File: src/rtl/mdu_if.sv
// Handshake/data bundle between the execute stage and the M-extension sequencer.
interface mdu_if #(
  parameter int XLEN = 32
);
  logic            start;
  logic [2:0]      funct3;
  logic [XLEN-1:0] rs1_data;
  logic [XLEN-1:0] rs2_data;
  logic [4:0]      rd_addr_in;
  logic            flush;
  logic            stall;
  logic            done;
  logic [XLEN-1:0] result;
  logic [4:0]      rd_addr_out;

  modport master (
    output start, funct3, rs1_data, rs2_data, rd_addr_in, flush,
    input  stall, done, result, rd_addr_out
  );

  modport slave (
    input  start, funct3, rs1_data, rs2_data, rd_addr_in, flush,
    output stall, done, result, rd_addr_out
  );
endinterface

File: src/rtl/mdu_seq.sv
// Iterative RV32M multiply/divide sequencer: radix-2 shift-add multiply and
// restoring divide on operand magnitudes, sign fix-up applied on completion.
module mdu_seq #(
  parameter int XLEN = 32
) (
  input logic  clk,
  input logic  rst_n,
  mdu_if.slave bus
);
  localparam int CW = $clog2(XLEN);

  typedef enum logic [1:0] {IDLE = 2'd0, CALC = 2'd1, DONE = 2'd2} state_t;

  localparam logic [XLEN-1:0] ZERO    = {XLEN{1'b0}};
  localparam logic [XLEN-1:0] ONES    = {XLEN{1'b1}};
  localparam logic [XLEN-1:0] MIN_NEG = {1'b1, {(XLEN-1){1'b0}}};

  state_t          state_r;
  logic [CW-1:0]   cnt_r;
  logic [2:0]      op_r;
  logic [XLEN-1:0] hi_r, lo_r, b_r;
  logic            neg_q_r, neg_rem_r;
  logic [4:0]      rd_r, rd_out_r;
  logic [XLEN-1:0] result_r;
  logic            done_r;

  logic            accept_s, s1_signed_s, s2_signed_s, a_neg_s, b_neg_s;
  logic            div_zero_s, div_ovf_s;
  logic [XLEN-1:0] a_mag_s, b_mag_s, special_s;
  logic [XLEN:0]   mul_sum_s, div_sh_s, div_diff_s;
  logic            div_ge_s;
  logic [XLEN-1:0] nxt_hi_s, nxt_lo_s, quot_s, rem_s, final_s;
  logic [2*XLEN-1:0] prod_s, prod_fix_s;

  // Decode operand signedness, magnitudes and the divide special cases.
  always_comb begin
    accept_s    = bus.start && !bus.flush;
    s1_signed_s = bus.funct3[2] ? !bus.funct3[0]
                                : (bus.funct3[1:0] == 2'b01 || bus.funct3[1:0] == 2'b10);
    s2_signed_s = bus.funct3[2] ? !bus.funct3[0] : (bus.funct3[1:0] == 2'b01);
    a_neg_s     = s1_signed_s && bus.rs1_data[XLEN-1];
    b_neg_s     = s2_signed_s && bus.rs2_data[XLEN-1];
    a_mag_s     = a_neg_s ? (ZERO - bus.rs1_data) : bus.rs1_data;
    b_mag_s     = b_neg_s ? (ZERO - bus.rs2_data) : bus.rs2_data;
    div_zero_s  = bus.funct3[2] && (bus.rs2_data == ZERO);
    div_ovf_s   = bus.funct3[2] && !bus.funct3[0] &&
                  (bus.rs1_data == MIN_NEG) && (bus.rs2_data == ONES);
    if (div_zero_s) begin
      special_s = bus.funct3[1] ? bus.rs1_data : ONES;
    end else begin
      special_s = bus.funct3[1] ? ZERO : MIN_NEG;
    end
  end

  // One shift-add or restoring-subtract step, plus the sign-corrected result.
  always_comb begin
    mul_sum_s  = {1'b0, hi_r} + (lo_r[0] ? {1'b0, b_r} : {(XLEN+1){1'b0}});
    div_sh_s   = {hi_r, lo_r[XLEN-1]};
    div_diff_s = div_sh_s - {1'b0, b_r};
    div_ge_s   = !div_diff_s[XLEN];
    if (op_r[2]) begin
      nxt_hi_s = div_ge_s ? div_diff_s[XLEN-1:0] : div_sh_s[XLEN-1:0];
      nxt_lo_s = {lo_r[XLEN-2:0], div_ge_s};
    end else begin
      nxt_hi_s = mul_sum_s[XLEN:1];
      nxt_lo_s = {mul_sum_s[0], lo_r[XLEN-1:1]};
    end
    prod_s     = {nxt_hi_s, nxt_lo_s};
    prod_fix_s = neg_q_r ? ({(2*XLEN){1'b0}} - prod_s) : prod_s;
    quot_s     = neg_q_r ? (ZERO - nxt_lo_s) : nxt_lo_s;
    rem_s      = neg_rem_r ? (ZERO - nxt_hi_s) : nxt_hi_s;
    case (op_r)
      3'b000:                 final_s = prod_fix_s[XLEN-1:0];
      3'b001, 3'b010, 3'b011: final_s = prod_fix_s[2*XLEN-1:XLEN];
      3'b100, 3'b101:         final_s = quot_s;
      3'b110, 3'b111:         final_s = rem_s;
      default:                final_s = ZERO;
    endcase
  end

  // Sequencer FSM: accept, iterate XLEN times, publish result for one cycle.
  always_ff @(posedge clk or negedge rst_n) begin
    if (!rst_n) begin
      state_r   <= IDLE;
      cnt_r     <= {CW{1'b0}};
      op_r      <= 3'b000;
      hi_r      <= ZERO;
      lo_r      <= ZERO;
      b_r       <= ZERO;
      neg_q_r   <= 1'b0;
      neg_rem_r <= 1'b0;
      rd_r      <= 5'd0;
      rd_out_r  <= 5'd0;
      result_r  <= ZERO;
      done_r    <= 1'b0;
    end else begin
      done_r <= 1'b0;
      case (state_r)
        IDLE: begin
          if (accept_s) begin
            op_r      <= bus.funct3;
            rd_r      <= bus.rd_addr_in;
            cnt_r     <= CW'(XLEN - 1);
            hi_r      <= ZERO;
            lo_r      <= bus.funct3[2] ? a_mag_s : b_mag_s;
            b_r       <= bus.funct3[2] ? b_mag_s : a_mag_s;
            // Low half of MUL is sign-agnostic, so never negate it.
            neg_q_r   <= (bus.funct3 == 3'b000) ? 1'b0 : (a_neg_s ^ b_neg_s);
            neg_rem_r <= a_neg_s;
            if (div_zero_s || div_ovf_s) begin
              result_r <= special_s;
              rd_out_r <= bus.rd_addr_in;
              done_r   <= 1'b1;
              state_r  <= DONE;
            end else begin
              state_r  <= CALC;
            end
          end else begin
            state_r <= IDLE;
          end
        end
        CALC: begin
          if (bus.flush) begin
            state_r <= IDLE;
          end else begin
            hi_r <= nxt_hi_s;
            lo_r <= nxt_lo_s;
            if (cnt_r == {CW{1'b0}}) begin
              result_r <= final_s;
              rd_out_r <= rd_r;
              done_r   <= 1'b1;
              state_r  <= DONE;
            end else begin
              cnt_r <= cnt_r - {{(CW-1){1'b0}}, 1'b1};
            end
          end
        end
        DONE:    state_r <= IDLE;
        default: state_r <= IDLE;
      endcase
    end
  end

  // A flush in the DONE cycle suppresses the pulse; stall holds upstream while busy.
  assign bus.done        = done_r && !bus.flush;
  assign bus.stall       = (state_r == CALC) || ((state_r == IDLE) && accept_s);
  assign bus.result      = result_r;
  assign bus.rd_addr_out = rd_out_r;
endmodule

File: src/flat_wrapper.sv
// flat-port wrapper written by rule: the top's interface ports become plain ports
module mdu_seq_flat 
#(
  parameter int XLEN = 32
)
  (clk, rst_n, bus_start, bus_funct3, bus_rs1_data, bus_rs2_data, bus_rd_addr_in, bus_flush, bus_stall, bus_done, bus_result, bus_rd_addr_out);
  mdu_if #(.XLEN(XLEN)) bus_i ();
  input logic clk;
  input logic rst_n;
  input wire logic [$bits(bus_i.start)-1:0] bus_start;
  input wire logic [$bits(bus_i.funct3)-1:0] bus_funct3;
  input wire logic [$bits(bus_i.rs1_data)-1:0] bus_rs1_data;
  input wire logic [$bits(bus_i.rs2_data)-1:0] bus_rs2_data;
  input wire logic [$bits(bus_i.rd_addr_in)-1:0] bus_rd_addr_in;
  input wire logic [$bits(bus_i.flush)-1:0] bus_flush;
  output wire logic [$bits(bus_i.stall)-1:0] bus_stall;
  output wire logic [$bits(bus_i.done)-1:0] bus_done;
  output wire logic [$bits(bus_i.result)-1:0] bus_result;
  output wire logic [$bits(bus_i.rd_addr_out)-1:0] bus_rd_addr_out;
  assign bus_i.start = bus_start;
  assign bus_i.funct3 = bus_funct3;
  assign bus_i.rs1_data = bus_rs1_data;
  assign bus_i.rs2_data = bus_rs2_data;
  assign bus_i.rd_addr_in = bus_rd_addr_in;
  assign bus_i.flush = bus_flush;
  assign bus_stall = bus_i.stall;
  assign bus_done = bus_i.done;
  assign bus_result = bus_i.result;
  assign bus_rd_addr_out = bus_i.rd_addr_out;
  mdu_seq #(.XLEN(XLEN)) u_core (.clk(clk), .rst_n(rst_n), .bus(bus_i));
endmodule
File: config.mk
export PLATFORM = sky130hd
export DESIGN_NAME = mdu_seq_flat
export DESIGN_NICKNAME = d
export VERILOG_FILES = /design/src/rtl/mdu_if.sv /design/src/rtl/mdu_seq.sv /design/src/flat_wrapper.sv
export SDC_FILE = /design/constraint.sdc
export NUM_CORES = 1
export LEC_CHECK = 0
export BUFFER_PORTS_ARGS = -buffer_cell sky130_fd_sc_hd__buf_2
export CAP_MARGIN = 20
export CORE_MARGIN = 2
export CORE_UTILIZATION = 54
export DETAILED_ROUTE_END_ITERATION = 8
export PLACE_DENSITY = 0.72
export SETUP_SLACK_MARGIN = 0.5
export SLEW_MARGIN = 20
export SYNTH_ARGS = -nofsm -noshare
export SYNTH_HDL_FRONTEND = slang
export SYNTH_SLANG_ARGS = --single-unit
File: constraint.sdc
create_clock -name clk -period 15.6 [get_ports clk]
set_input_delay 3.12 -clock clk [delete_from_list [all_inputs] [get_ports clk]]
set_output_delay 3.12 -clock clk [all_outputs]
set_load 0.01 [all_outputs]
==> metrics.cfg <==
[global_routing]
grt_max_degree=114
antenna_found_initial=5
grt_pass1_wl_um=100400
grtUsageTotal_pct=42.31
grt_overflow_total=0
grt_pass1_vias=16680

[synth]
synth_cells=2271
postSynthAreaPerCell_um2=7.281
synth.area.mux_share_pct=3.829
synth_warnings=0
synth_top_area_share_pct=22.85
synthAdderAreaFrac_pct=5.614
synth_top_family_by_area=compound AO/OA/AOI/OAI gates
synth-simple-area-share_pct=23.48
async_flop_share_pct=100.0
synth_compound_area_share_pct=30.31
synth_nets=2420
synth.yosys.seq_area_share_pct=22.85
netlist_area_um2=16540
synth_area_leaders=dfrtp_1 23%, o21ai_0 6.9%, nand2_1 6.7%
synth_flop_cell=dfrtp_1
synth-xor-area-share_pct=8.739
synth_seq_cells=151
yosys.area.top_type=dfrtp_1
ys_types=93
synth_edf_count=0

[floorplan]
initial_core_util_pct=54.49
die-height_um=179.0
rows=64
top_level_ports=115
die_w_um=179.0
core_um2=30350
dieArea_um2=32040

[worst_setup_path]
reg2reg_to=u_core.bus.result[8]
crit_end=bus_stall
critPathLaunchType=input port
required_ns=12.48
worst_setup_path_end_kind=output pin
critPathKind=input port to output pin
r2r-start=u_core.lo_r[31]
r2r_cells=20
critPathLaunch=bus_flush
ff2ff_setup_slack_ns=8.80
worst_ep_arrival_time_ns=4.64
path_max_fanout=38

[place]
gp_congestion=1.073
dp_slack_ns=7.835
portBuffers=114
dp_hpwl_um=52780
placed_cells=2678

[power_and_ir_drop]
total_power_mw=2.038
leakage_nw=7.585
ir_worst_vdd_mv=0.06395
powerDensity_nw_per_um2=113.6

[final_layout]
final_cells=2713
nFillCells=2921
fin_nets=2452
final_util_pct=59.11
area_growth_pct=8.490
drive_above_1_share_pct=10.45

[timing]
period_needed_ns=7.762
fmax_ghz=0.1288
timing.final.crit_share_pct=49.76
relSlewSlack_pct=25.97
fin_ws_ns=7.838
hold_viol=0
fin_setup_tns_ns=0
finalSetupViolCount=0
final_max_slew_viol_count=0
rsz0062_at_grt=false
skew_ns=0.01701
worst_pin_slew_ns=1.082

[clock_network]
cts_made_buffers=17
post_cts_resize_count=0
cts_sinks=151
path_clk_slew_ns=0.07
cts-hold-fix-buffers=0
cts_tree=built
htree_levels=4
post_cts_buffers=0
clk_latency_ns=0.46
clockBufferDepth=2
root_buffer=clkbuf_16

[route]
drtIter0Drc=2121
drc=0
dr_total_vias=18240
viasPerCell=6.724
drt-pass1-iter-count=8
wl_um=68310
wl_per_cell_um=25.18
ant_nets=0

[min_path]
hp-class=flop to flop

[run_status]
status=finished clean

[run]
maxCapViolations=0

area by class of cell:
type	instances	area, um^2	area share [%]
Clock inverter	15	209.0	1.165
Timing Repair Buffer	141	789.5	4.401
Inverter	83	311.5	1.737
Clock buffer	17	425.4	2.371
Tap cell	396	495.5	2.762
Multi-Input combinational cell	1909	11920	66.47
Antenna cell	1	2.502	0.01395
Sequential cell	151	3782	21.08
routing by layer:
metal  global-route usage, %  wire (um)
met5                       0         39
met4                   28.15       5044
met1                   52.36      26410
met2                   65.64      30020
met3                   9.860       6800
registers in the layout (all words and copies together) (netlist names):
name and flops:
u_core.b_r 32, u_core.bus.rd_addr_out 5, u_core.bus.result 32, u_core.cnt_r 5, u_core.done_r 1, u_core.hi_r 32, u_core.lo_r 32, u_core.neg_q_r 1
u_core.neg_rem_r 1, u_core.op_r 3, u_core.rd_r 5, u_core.state_r 2
cells in the final DEF, fill, tap and decap left out, types with 7 or more instances in the layout:
cell type and instances:
and3_1 14, o21ai_0 227, nor2b_1 12, a21oi_1 204, o21a_1 17, nor4_1 24, o22ai_1 17, nand2b_1 21
xnor2_1 92, a31oi_1 39, ha_1 71, nand3_1 40, nand2_1 292, nor3_1 52, a21o_1 24, a211oi_1 25
o31a_1 8, a22o_1 15, a221oi_1 10, o31ai_1 26, dfrtp_1 150, nand4_1 32, a211o_1 7, nor2_1 221
mux2i_1 52, xor2_1 73, o211ai_1 46, or4_1 9, o21bai_1 12, clkbuf_16 17, nor3b_1 8, mux2_2 10
buf_2 112, inv_1 82, and2_1 41, buf_4 26, or2_2 13, or3_1 17, o41ai_1 21
synth_stat cells, types with 25 or more instances:
| cell | instances |
|---|---|
| o21ai_0 | 227 |
| nand3_1 | 40 |
| o211ai_1 | 46 |
| and2_1 | 41 |
| inv_1 | 82 |
| nand4_1 | 32 |
| ha_1 | 71 |
| a31oi_1 | 39 |
| a211oi_1 | 25 |
| xor2_1 | 73 |
| xnor2_1 | 92 |
| dfrtp_1 | 151 |
| nor2_1 | 222 |
| mux2i_1 | 52 |
| nor3_1 | 52 |
| nand2_1 | 293 |
| a21oi_1 | 205 |
| clkbuf_1 | 86 |
| o31ai_1 | 26 |
where the power goes:
| part | switching [mW] | internal [mW] |
|---|---|---|
| combinational | 0.728 | 0.348 |
| clock | 0.202 | 0.259 |
| sequential | 0.0625 | 0.439 |
| total | 0.992 | 1.05 |
critical path, cell delays in order:
cell	delay, ns
buf_2	0.14
or4b_2	1.07
nand2_1	0.17
buf_2	0.14
logic make-up after synthesis:
kind of cell,count (synthesis)
AO/OA/AOI/OAI,784
XOR/XNOR,165
adder cells (fa/ha/maj),73
buffers and inverters,211
flip-flops,151
multiplexers,62
AND/OR/NAND/NOR,825
through the flow:
step	hold slack [ns]	cell area (um^2)
after floorplan	0.4396	16540
after global placement	0.4533	17280
after detailed placement	0.4635	17280
after CTS	0.4762	17910
after global routing	0.5003	17940
final	0.4724	17940
worst min path at each step:
| stage | end | depth (start not counted) | startpoint |
|---|---|---|---|
| 2_1_floorplan | u_core.cnt_r[0] | 1 | u_core.cnt_r[0] |
| 3_3_place_gp | u_core.cnt_r[0] | 1 | u_core.cnt_r[0] |
| 3_5_place_dp | u_core.rd_r[3] | 2 | u_core.rd_r[3] |
| 4_1_cts | u_core.cnt_r[0] | 1 | u_core.cnt_r[0] |
| 5_1_grt | u_core.rd_r[3] | 2 | u_core.rd_r[3] |
| 6_report | u_core.cnt_r[0] | 1 | u_core.cnt_r[0] |
(Power assumes the default switching activity.)
